[config.mk]
export PLATFORM = sky130hd
export DESIGN_NAME = gun_xy_tracker
export DESIGN_NICKNAME = d
export VERILOG_FILES = /design/src/rtl/gun_xy_tracker.sv
export SDC_FILE = /design/constraint.sdc
export NUM_CORES = 1
export LEC_CHECK = 0
export ABC_CLOCK_PERIOD_IN_PS = 12600
export BUFFER_PORTS_ARGS = -buffer_cell sky130_fd_sc_hd__buf_2
export CELL_PAD_IN_SITES_DETAIL_PLACEMENT = 1
export CELL_PAD_IN_SITES_GLOBAL_PLACEMENT = 2
export CORE_MARGIN = 1
export CORE_UTILIZATION = 30
export CTS_BUF_LIST = sky130_fd_sc_hd__clkbuf_16
export CTS_CLUSTER_SIZE = 20
export DETAILED_ROUTE_END_ITERATION = 8
export PLACE_DENSITY = 0.71
export REMOVE_ABC_BUFFERS = 1
export SYNTH_ARGS = -nofsm -noshare
export SYNTH_HDL_FRONTEND = slang
export SYNTH_HIERARCHICAL = 1
export SYNTH_SLANG_ARGS = --single-unit
[constraint.sdc]
create_clock -name clk_sys -period 12.6 [get_ports clk_sys]
set_input_delay 1.89 -clock clk_sys [delete_from_list [all_inputs] [get_ports clk_sys]]
set_output_delay 1.89 -clock clk_sys [all_outputs]
set_load 0.02 [all_outputs]
[src/rtl/gun_xy_tracker.sv]
// gun_xy_tracker: multi-player light-gun position generator.
//
// Converts digital joystick directions (with acceleration on held directions)
// or signed analog stick values (with slew-limited tracking) into clamped
// per-player gun coordinates for the williams2 core's gun_h/gun_v inputs.
//
// Ports:
//   clk_sys      system clock
//   reset_n      asynchronous active-low reset
//   tick         single-cycle movement strobe
//   analog_mode  0 = digital joystick, 1 = analog stick
//   center       single-cycle request to re-center all guns (beats tick)
//   joy_dir      per player {up,down,left,right}, player 0 in [3:0]
//   ana_x/ana_y  per player signed 8-bit stick values, player 0 in [7:0]
//   gun_h/gun_v  per player POS_W-bit coordinates, player 0 in the low bits
//   moving       per player: position changed on the last tick

// One axis engine: acceleration FSM, analog slew and clamped position register.
module gun_xy_axis #(
    parameter int POS_W       = 6,
    parameter int P_MIN       = 0,
    parameter int P_MAX       = 63,
    parameter int ACCEL_TICKS = 8,
    parameter int MAX_STEP    = 4
) (
    input  logic                    clk_sys,
    input  logic                    reset_n,
    input  logic                    tick,
    input  logic                    analog_mode,
    input  logic                    center,
    input  logic                    dir_pos,
    input  logic                    dir_neg,
    input  logic signed [7:0]       ana,
    output logic [POS_W-1:0]        pos,
    output logic                    changed
);
    // Two guard bits keep old +/- step representable without wrapping.
    localparam int EW    = POS_W + 2;
    localparam int CNT_W = $clog2(ACCEL_TICKS + 1);

    localparam logic signed [EW-1:0] MIN_S  = EW'(P_MIN);
    localparam logic signed [EW-1:0] MAX_S  = EW'(P_MAX);
    localparam logic signed [EW-1:0] STEP_S = EW'(MAX_STEP);
    localparam logic [POS_W-1:0]     MIN_U  = POS_W'(P_MIN);
    localparam logic [POS_W-1:0]     RANGE_U = POS_W'(P_MAX - P_MIN);
    localparam logic [POS_W-1:0]     CTR_U  = POS_W'((P_MIN + P_MAX) / 2);
    localparam logic [CNT_W-1:0]     CNT_END = CNT_W'(ACCEL_TICKS);

    typedef enum logic [1:0] {IDLE, S1, S2, SMAX} accel_e;

    accel_e                  state_q, state_d, state_nxt;
    logic [CNT_W-1:0]        cnt_q, cnt_d, cnt_nxt;
    logic                    dir_q, dir_d, dir_nxt;
    logic [POS_W-1:0]        pos_q, pos_d, pos_nxt;

    logic [7:0]              ana_u;
    logic [POS_W+7:0]        prod;
    logic [POS_W-1:0]        target;
    logic signed [EW-1:0]    pos_s, step, delta;

    function automatic logic [POS_W-1:0] clamp_pos(input logic signed [EW-1:0] v);
        if (v < MIN_S)      return MIN_S[POS_W-1:0];
        else if (v > MAX_S) return MAX_S[POS_W-1:0];
        else                return v[POS_W-1:0];
    endfunction

    function automatic logic signed [EW-1:0] slew_limit(input logic signed [EW-1:0] diff);
        if (diff > STEP_S)       return STEP_S;
        else if (diff < -STEP_S) return -STEP_S;
        else                     return diff;
    endfunction

    always_comb begin
        state_nxt = state_q;
        cnt_nxt   = cnt_q;
        dir_nxt   = dir_q;
        step      = '0;
        delta     = '0;

        // a + 128 for a signed byte is just the sign bit inverted.
        ana_u  = {~ana[7], ana[6:0]};
        prod   = {{POS_W{1'b0}}, ana_u} * {8'd0, RANGE_U};
        target = MIN_U + prod[POS_W+7:8];
        pos_s  = signed'({2'b00, pos_q});

        if (analog_mode) begin
            state_nxt = IDLE;
            cnt_nxt   = '0;
            delta     = slew_limit(signed'({2'b00, target}) - pos_s);
        end else if (dir_pos ^ dir_neg) begin
            dir_nxt = dir_pos;
            if (state_q == IDLE || dir_pos != dir_q) begin
                // Fresh press or reversal restarts at the slowest speed.
                state_nxt = S1;
                cnt_nxt   = CNT_W'(1);
                step      = EW'(1);
            end else begin
                case (state_q)
                    S1: begin
                        if (cnt_q == CNT_END) begin
                            state_nxt = S2;
                            cnt_nxt   = CNT_W'(1);
                            step      = EW'(2);
                        end else begin
                            cnt_nxt = cnt_q + CNT_W'(1);
                            step    = EW'(1);
                        end
                    end
                    S2: begin
                        if (cnt_q == CNT_END) begin
                            state_nxt = SMAX;
                            cnt_nxt   = CNT_W'(1);
                            step      = STEP_S;
                        end else begin
                            cnt_nxt = cnt_q + CNT_W'(1);
                            step    = EW'(2);
                        end
                    end
                    default: step = STEP_S;
                endcase
            end
            delta = dir_pos ? step : -step;
        end else begin
            // Released or opposing directions: stop without moving.
            state_nxt = IDLE;
            cnt_nxt   = '0;
        end

        pos_nxt = clamp_pos(pos_s + delta);
        changed = (pos_nxt != pos_q);

        state_d = state_q;
        cnt_d   = cnt_q;
        dir_d   = dir_q;
        pos_d   = pos_q;
        if (center) begin
            state_d = IDLE;
            cnt_d   = '0;
            pos_d   = CTR_U;
        end else if (tick) begin
            state_d = state_nxt;
            cnt_d   = cnt_nxt;
            dir_d   = dir_nxt;
            pos_d   = pos_nxt;
        end
    end

    always_ff @(posedge clk_sys or negedge reset_n) begin
        if (!reset_n) begin
            state_q <= IDLE;
            cnt_q   <= '0;
            dir_q   <= 1'b0;
            pos_q   <= CTR_U;
        end else begin
            state_q <= state_d;
            cnt_q   <= cnt_d;
            dir_q   <= dir_d;
            pos_q   <= pos_d;
        end
    end

    assign pos = pos_q;
endmodule

module gun_xy_tracker #(
    parameter int NUM_PLAYERS = 2,
    parameter int POS_W       = 6,
    parameter int H_MIN       = 0,
    parameter int H_MAX       = 63,
    parameter int V_MIN       = 0,
    parameter int V_MAX       = 63,
    parameter int ACCEL_TICKS = 8,
    parameter int MAX_STEP    = 4
) (
    input  logic                         clk_sys,
    input  logic                         reset_n,
    input  logic                         tick,
    input  logic                         analog_mode,
    input  logic                         center,
    input  logic [4*NUM_PLAYERS-1:0]     joy_dir,
    input  logic [8*NUM_PLAYERS-1:0]     ana_x,
    input  logic [8*NUM_PLAYERS-1:0]     ana_y,
    output logic [POS_W*NUM_PLAYERS-1:0] gun_h,
    output logic [POS_W*NUM_PLAYERS-1:0] gun_v,
    output logic [NUM_PLAYERS-1:0]       moving
);
    logic [NUM_PLAYERS-1:0] chg_h, chg_v;
    logic [NUM_PLAYERS-1:0] moving_q, moving_d;

    for (genvar p = 0; p < NUM_PLAYERS; p++) begin : g_player
        // joy_dir nibble: [3]=up, [2]=down, [1]=left, [0]=right.
        gun_xy_axis #(
            .POS_W(POS_W), .P_MIN(H_MIN), .P_MAX(H_MAX),
            .ACCEL_TICKS(ACCEL_TICKS), .MAX_STEP(MAX_STEP)
        ) u_h (
            .clk_sys(clk_sys), .reset_n(reset_n), .tick(tick),
            .analog_mode(analog_mode), .center(center),
            .dir_pos(joy_dir[4*p]), .dir_neg(joy_dir[4*p+1]),
            .ana(ana_x[8*p +: 8]),
            .pos(gun_h[POS_W*p +: POS_W]), .changed(chg_h[p])
        );
        gun_xy_axis #(
            .POS_W(POS_W), .P_MIN(V_MIN), .P_MAX(V_MAX),
            .ACCEL_TICKS(ACCEL_TICKS), .MAX_STEP(MAX_STEP)
        ) u_v (
            .clk_sys(clk_sys), .reset_n(reset_n), .tick(tick),
            .analog_mode(analog_mode), .center(center),
            .dir_pos(joy_dir[4*p+2]), .dir_neg(joy_dir[4*p+3]),
            .ana(ana_y[8*p +: 8]),
            .pos(gun_v[POS_W*p +: POS_W]), .changed(chg_v[p])
        );
    end

    always_comb begin
        moving_d = moving_q;
        if (center)    moving_d = '0;
        else if (tick) moving_d = chg_h | chg_v;
    end

    always_ff @(posedge clk_sys or negedge reset_n) begin
        if (!reset_n) moving_q <= '0;
        else          moving_q <= moving_d;
    end

    assign moving = moving_q;
endmodule
Word-level counts from Yosys, hierarchy flattened
Index checks and enable logic that the tools add are counted.
- add/subtract/negate cells: 16
- multipliers: 4
- magnitude comparators: 16
- equal/unequal tests: 36
- multiplexer cells: 122
- bitwise logic cells: 11
- reductions and logical operators: 25
- operators by type and width (cell ; count):
    $mux W8 ; 32
    $mux W4 ; 28
    $mux W6 ; 16
    $ne A6 B6 Y1 const B ; 12
    $mux W2 ; 34
    $pmux W8 S2 ; 4
    $mul A8 B6 Y14 const B ; 4
    $add A7 B8 Y8 ; 4
    $gt A8 B4 Y1 const B ; 4
    $gt A8 B7 Y1 const B ; 4
    $lt A8 B1 Y1 const B ; 4
    $lt A8 B3 Y1 const B ; 4
    $neg A8 Y8 ; 4
    $reduce_and A4 Y1 ; 8
    $sub A6 B6 Y7 ; 4
    $ne A6 B6 Y1 ; 4
    $ne A5 B5 Y1 const B ; 4
    $add A4 B1 Y4 const B ; 4
    $eq A4 B4 Y1 const B ; 4
    $pmux W2 S2 ; 4
    $mux W3 ; 4
    $eq A2 B1 Y1 const B ; 4
    $eq A2 B2 Y1 const B ; 4
    $logic_not A2 Y1 ; 4
    other kinds (8) ; 28
- flip-flop bits (word level): 54
- word-level logic and storage cells: 247

Longest topological paths before layout
- word-level depth: 18
- depth in mapped cells: 40
- depth with buffers taken out: 40

Hierarchy
Netlist, hierarchy kept.
- by module, submodules not included (module ; instances ; cells an instance ; area each (µm²)):
    gun_xy_axis (g_player[1].u_h) ; 1 ; 324 ; 2678.8
    gun_xy_axis (g_player[1].u_v) ; 1 ; 319 ; 2677.6
    gun_xy_axis (g_player[0].u_v) ; 1 ; 316 ; 2633.8
    gun_xy_axis (g_player[0].u_h) ; 1 ; 310 ; 2597.5
    gun_xy_tracker ; 1 ; 8 ; 80.1

Least setup slack after synthesis
Ideal clock, no wire load.
- path type: input to register
- start point: in ana_y[10]
- end point: reg moving_q[1], in the netlist moving[1]
- setup time: 94 ps
- data arrival time: 9566 ps
- slack: 2939 ps
- cell stages on the path: 38
- path through: inv_1 fa_1 inv_1 ha_1 inv_1 fa_1 inv_1 ha_1 a31o_2 a21o_1 a21o_1 a21oi_1 nor2b_1 o21a_1 o41a_1 a21oi_1 xnor2_1 ha_1 [... 2 more ...] a211oi_2 or4_1 ha_1 or2_2 o22ai_1 ha_1 fa_1 a21o_1 a21oi_1 o21a_1 nor3_1 a311o_1 nor2_1 o31ai_1 a32o_1 o211ai_1 nor2_1 a211oi_1
- longest elaborated chain between the ends: 14
- elaborated cells on any way between the ends: 16
- RTL lines (item ; line ; text):
    from (decl) ; 182 ; input logic [8*NUM_PLAYERS-1:0] ana_y,
    $mul A8 B6 Y14 (*) ; 82 ; prod = {{POS_W{1'b0}}, ana_u} * {8'd0, RANGE_U};
    $sub A6 B6 Y7 (*) ; 89 ; delta = slew_limit(signed'({2'b00, target}) - pos_s);
    $lt A8 B3 Y1 ; 69 ; else if (diff < -STEP_S) return -STEP_S;
    $mux W8 ; 69 ;
    $mux W8 (*) ; 68 ; if (diff > STEP_S) return STEP_S;
    $mux W8 (*) ; 86 ; if (analog_mode) begin
    $add A7 B8 Y8 (*) ; 129 ; pos_nxt = clamp_pos(pos_s + delta);
    $gt A8 B7 Y1 ; 63 ; else if (v > MAX_S) return MAX_S[POS_W-1:0];
    $mux W6 ; 63 ;
    $mux W6 (*) ; 62 ; if (v < MIN_S) return MIN_S[POS_W-1:0];
    $ne A6 B6 Y1 (*) ; 130 ; changed = (pos_nxt != pos_q);
    via chg_v[1] ; 187 ; logic [NUM_PLAYERS-1:0] chg_h, chg_v;
    $or A2 B2 Y2 (*) ; 217 ; else if (tick) moving_d = chg_h | chg_v;
    $mux W2 (*) ; 217 ;
    $mux W2 (*) ; 216 ; if (center) moving_d = '0;
    to (signal assigned) ; 222 ; else moving_q <= moving_d;
    to (decl) ; 188 ; logic [NUM_PLAYERS-1:0] moving_q, moving_d;
Mark *: on every way through the listed nets, which the timed path passes. The rest lies on a longest branch. The select of a mux whose other input is x is not followed.
A chain may end at the register's enable or synchronous reset.

Worst setup path in the final report
- start point: in ana_y[2]
- end point: reg moving_q[0], in the netlist moving[0]
Same word-level chain as after synthesis.

==> results_dict.tcl <==
set metrics [dict create \
    yosysSeqAreaShare_pct 12.9 \
    clock-sinks 54 \
    cts_hold_buffers 0 \
    syn_area_per_cell_um2 8.35 \
    cts.clk_slew.worst_paths_ns 0.07 \
    grt_pass1_wl_mm 46.8 \
    core-area_um2 34800 \
    ys.flop_type "dfrtp_1" \
    ff2ff_setup_slack_ns 6.37 \
    layout.nets 1632 \
    fin_setup_tns_ns 0 \
    rsz0062_at_grt "false" \
    max-slew-margin-rel_pct 34.8 \
    max_stage_delay_ns 0.53 \
    status "finished clean" \
    antenna_found_initial 0 \
    route.vias.total 9103 \
    mostFrequentLayoutCell "inv_1" \
    crit_slowest_cell "fa_1" \
    firstDrtPassIters 5 \
    cp-start-kind "primary input" \
    grt_max_degree 55 \
    async_reset_ff_share_pct 100 \
    ys_seq_elements 54 \
    end_kind "flop" \
    min_to "g_player[0].u_h/cnt_q[3]$_DFFE_PN0P_" \
    grt_pass1_vias 9604 \
    root_buffer "clkbuf_16" \
    drt-initial-drc-count 298 \
    drt-total-wl_mm 27.2 \
    drc 0 \
    hp-start "g_player[0].u_h/cnt_q[3]$_DFFE_PN0P_" \
    grt.total_usage_pct 15.6 \
    rows 68 \
    syn_inst 1277 \
    synth.distinct_cells 84 \
    grt_overflow_total 0 \
    hold_depth 1 \
    yosys_warnings 6 \
    ios 71 \
    min_path_type "flop to flop" \
    clk_latency_ns 0.30 \
    h-tree-depth 2 \
    tightest_slew_ns 0.971 \
    antenna_cells 0 \
    final_cell_mix "212 x inv_1, 168 x ha_1, 111 x nor2_1" \
    synth_edf_count 0 \
    dieArea_um2 36300 \
    finalHoldViolations 0 \
    cts_tree "yes" \
    via_per_inst 5.07 \
    cts_buffers 5 \
    cts_resized 0 \
    drive_above_1_share_pct 10.4 \
    path_max_fanout 7 \
    dp_hpwl_mm 22.9 \
    final_antenna_net_count 0 \
    setup_viol 0 \
    area_growth_pct 9.36 \
    post_cts_buffers 0 \
    r2r-end "moving[1]$_DFFE_PN0P_" \
    crit_required_ns 12.82 \
    io_buffers 70 \
    min_period_ns 10.48 \
    die_x_um 191 \
    rr_worst_depth 23 \
    cp.arrival_ns 10.70 \
    clock.fmax_ghz 0.0954 \
    die_y_um 191 \
    synth_area_um2 10700 \
    drv_slew 0 \
    finalCritPeriodShare_pct 83.2 \
    timing.rr.start "g_player[1].u_v/pos[1]$_DFFE_PN1N_" \
    globalplace.congestion 0.788 \
    cap_violations 0 \
    start_util_pct 30.7 \
    route.detailed.wl_per_inst_um 15.2 \
    critical_path_class "primary input to flop" \
    ctsLongestPathBuffers 2 \
    skew_ns 0.00768 \
]
critical path, delay by kind of cell:
kind | cells | cell delay (ns)
AND/OR/NAND/NOR | 7 | 1.33
buffers and inverters | 5 | 0.36
multiplexers | 1 | 0.45
AO/OA/AOI/OAI | 18 | 4.05
XOR/XNOR | 1 | 0.17
adder cells (fa/ha/maj) | 7 | 2.43
worst max-delay path by stage:
| stage | from | to | slack [ns] | cells after the start |
|---|---|---|---|---|
| after global placement | ana_x[2] | moving[0]$_DFFE_PN0P_ | 1.90 | 37 |
| final | ana_y[2] | moving[0]$_DFFE_PN0P_ | 2.12 | 39 |
| after detailed placement | ana_x[2] | moving[0]$_DFFE_PN0P_ | 1.75 | 37 |
| after floorplan | ana_y[10] | moving[1]$_DFFE_PN0P_ | 2.94 | 38 |
| after global routing | ana_x[2] | moving[0]$_DFFE_PN0P_ | 1.30 | 37 |
| after CTS | ana_x[2] | moving[0]$_DFFE_PN0P_ | 2.08 | 37 |
registers in the layout, summed over array words and instances, names as in the netlist:
name                  cells
g_player.u_h/pos         12
g_player.u_v/pos         12
g_player.u_h/cnt_q        8
g_player.u_v/cnt_q        8
g_player.u_h/state_q      4
g_player.u_v/state_q      4
g_player.u_h/dir_q        2
g_player.u_v/dir_q        2
moving                    2
kinds of logic (layout without fill, tap and decap cells):
| group | count (synthesis) | count (layout) | share of synthesized area, % |
|---|---|---|---|
| mux | 14 | 14 | 1.48 |
| flops | 54 | 54 | 12.9 |
| buf+inv | 232 | 295 | 8.37 |
| compound gates | 326 | 326 | 20.9 |
| xor+xnor | 62 | 62 | 5.09 |
| simple gates | 341 | 341 | 16.5 |
| fa+ha+maj | 248 | 248 | 34.7 |
through the flow:
step           instance area, um2  setup WS, ns  hold slack [ns]  cells  utilization [%]
3_3_place_gp                11500          1.90            0.497   1787             33.1
6_report                    11700          2.12            0.521   1795             33.5
3_5_place_dp                11500          1.75            0.515   1787             33.1
4_1_cts                     11700          2.08            0.526   1795             33.5
2_1_floorplan               10600          2.94            0.469   1258                -
5_1_grt                     11700          1.30            0.549   1795             33.5
Yosys cell counts, types with 13 or more instances:
cell | count | area share [%]
o21a_1 | 13 | 0.91
xnor2_1 | 45 | 3.7
nand2b_1 | 14 | 0.82
ha_1 | 168 | 20
dfrtp_1 | 34 | 8.0
nor3_1 | 22 | 1.0
inv_1 | 211 | 7.4
a31oi_1 | 16 | 0.94
nand2_1 | 63 | 2.2
a21oi_1 | 74 | 3.5
o21ai_0 | 64 | 3.0
nand3_1 | 23 | 1.1
nor2_1 | 111 | 3.9
o21ai_1 | 15 | 0.70
a21o_1 | 25 | 1.8
nor2b_1 | 26 | 1.5
fa_1 | 80 | 15
dfstp_2 | 20 | 4.9
xor2_1 | 17 | 1.4
layer usage:
| metal | track usage (%) | part of all wire [%] | up-vias |
|---|---|---|---|
| met3 | 1.62 | 1.7 | 17 |
| met2 | 27.2 | 48 | 86 |
| met4 | 2.95 | 0.84 | 0 |
| met5 | 0 | 0 | - |
| li1 | - | - | 4542 |
| met1 | 20.6 | 49 | 4458 |
final cells by class:
cell class,instances,area [um2]
fill,4170,23100
multi-input combinational,991,8400
sequential,54,1380
inverter,213,800
tap,455,569
timing repair buffer,74,380
clock buffer,5,125
clock inverter,3,17.5
Power is not shown: default switching activity piles up to over one toggle a cycle in this logic, so the estimate is an artifact.
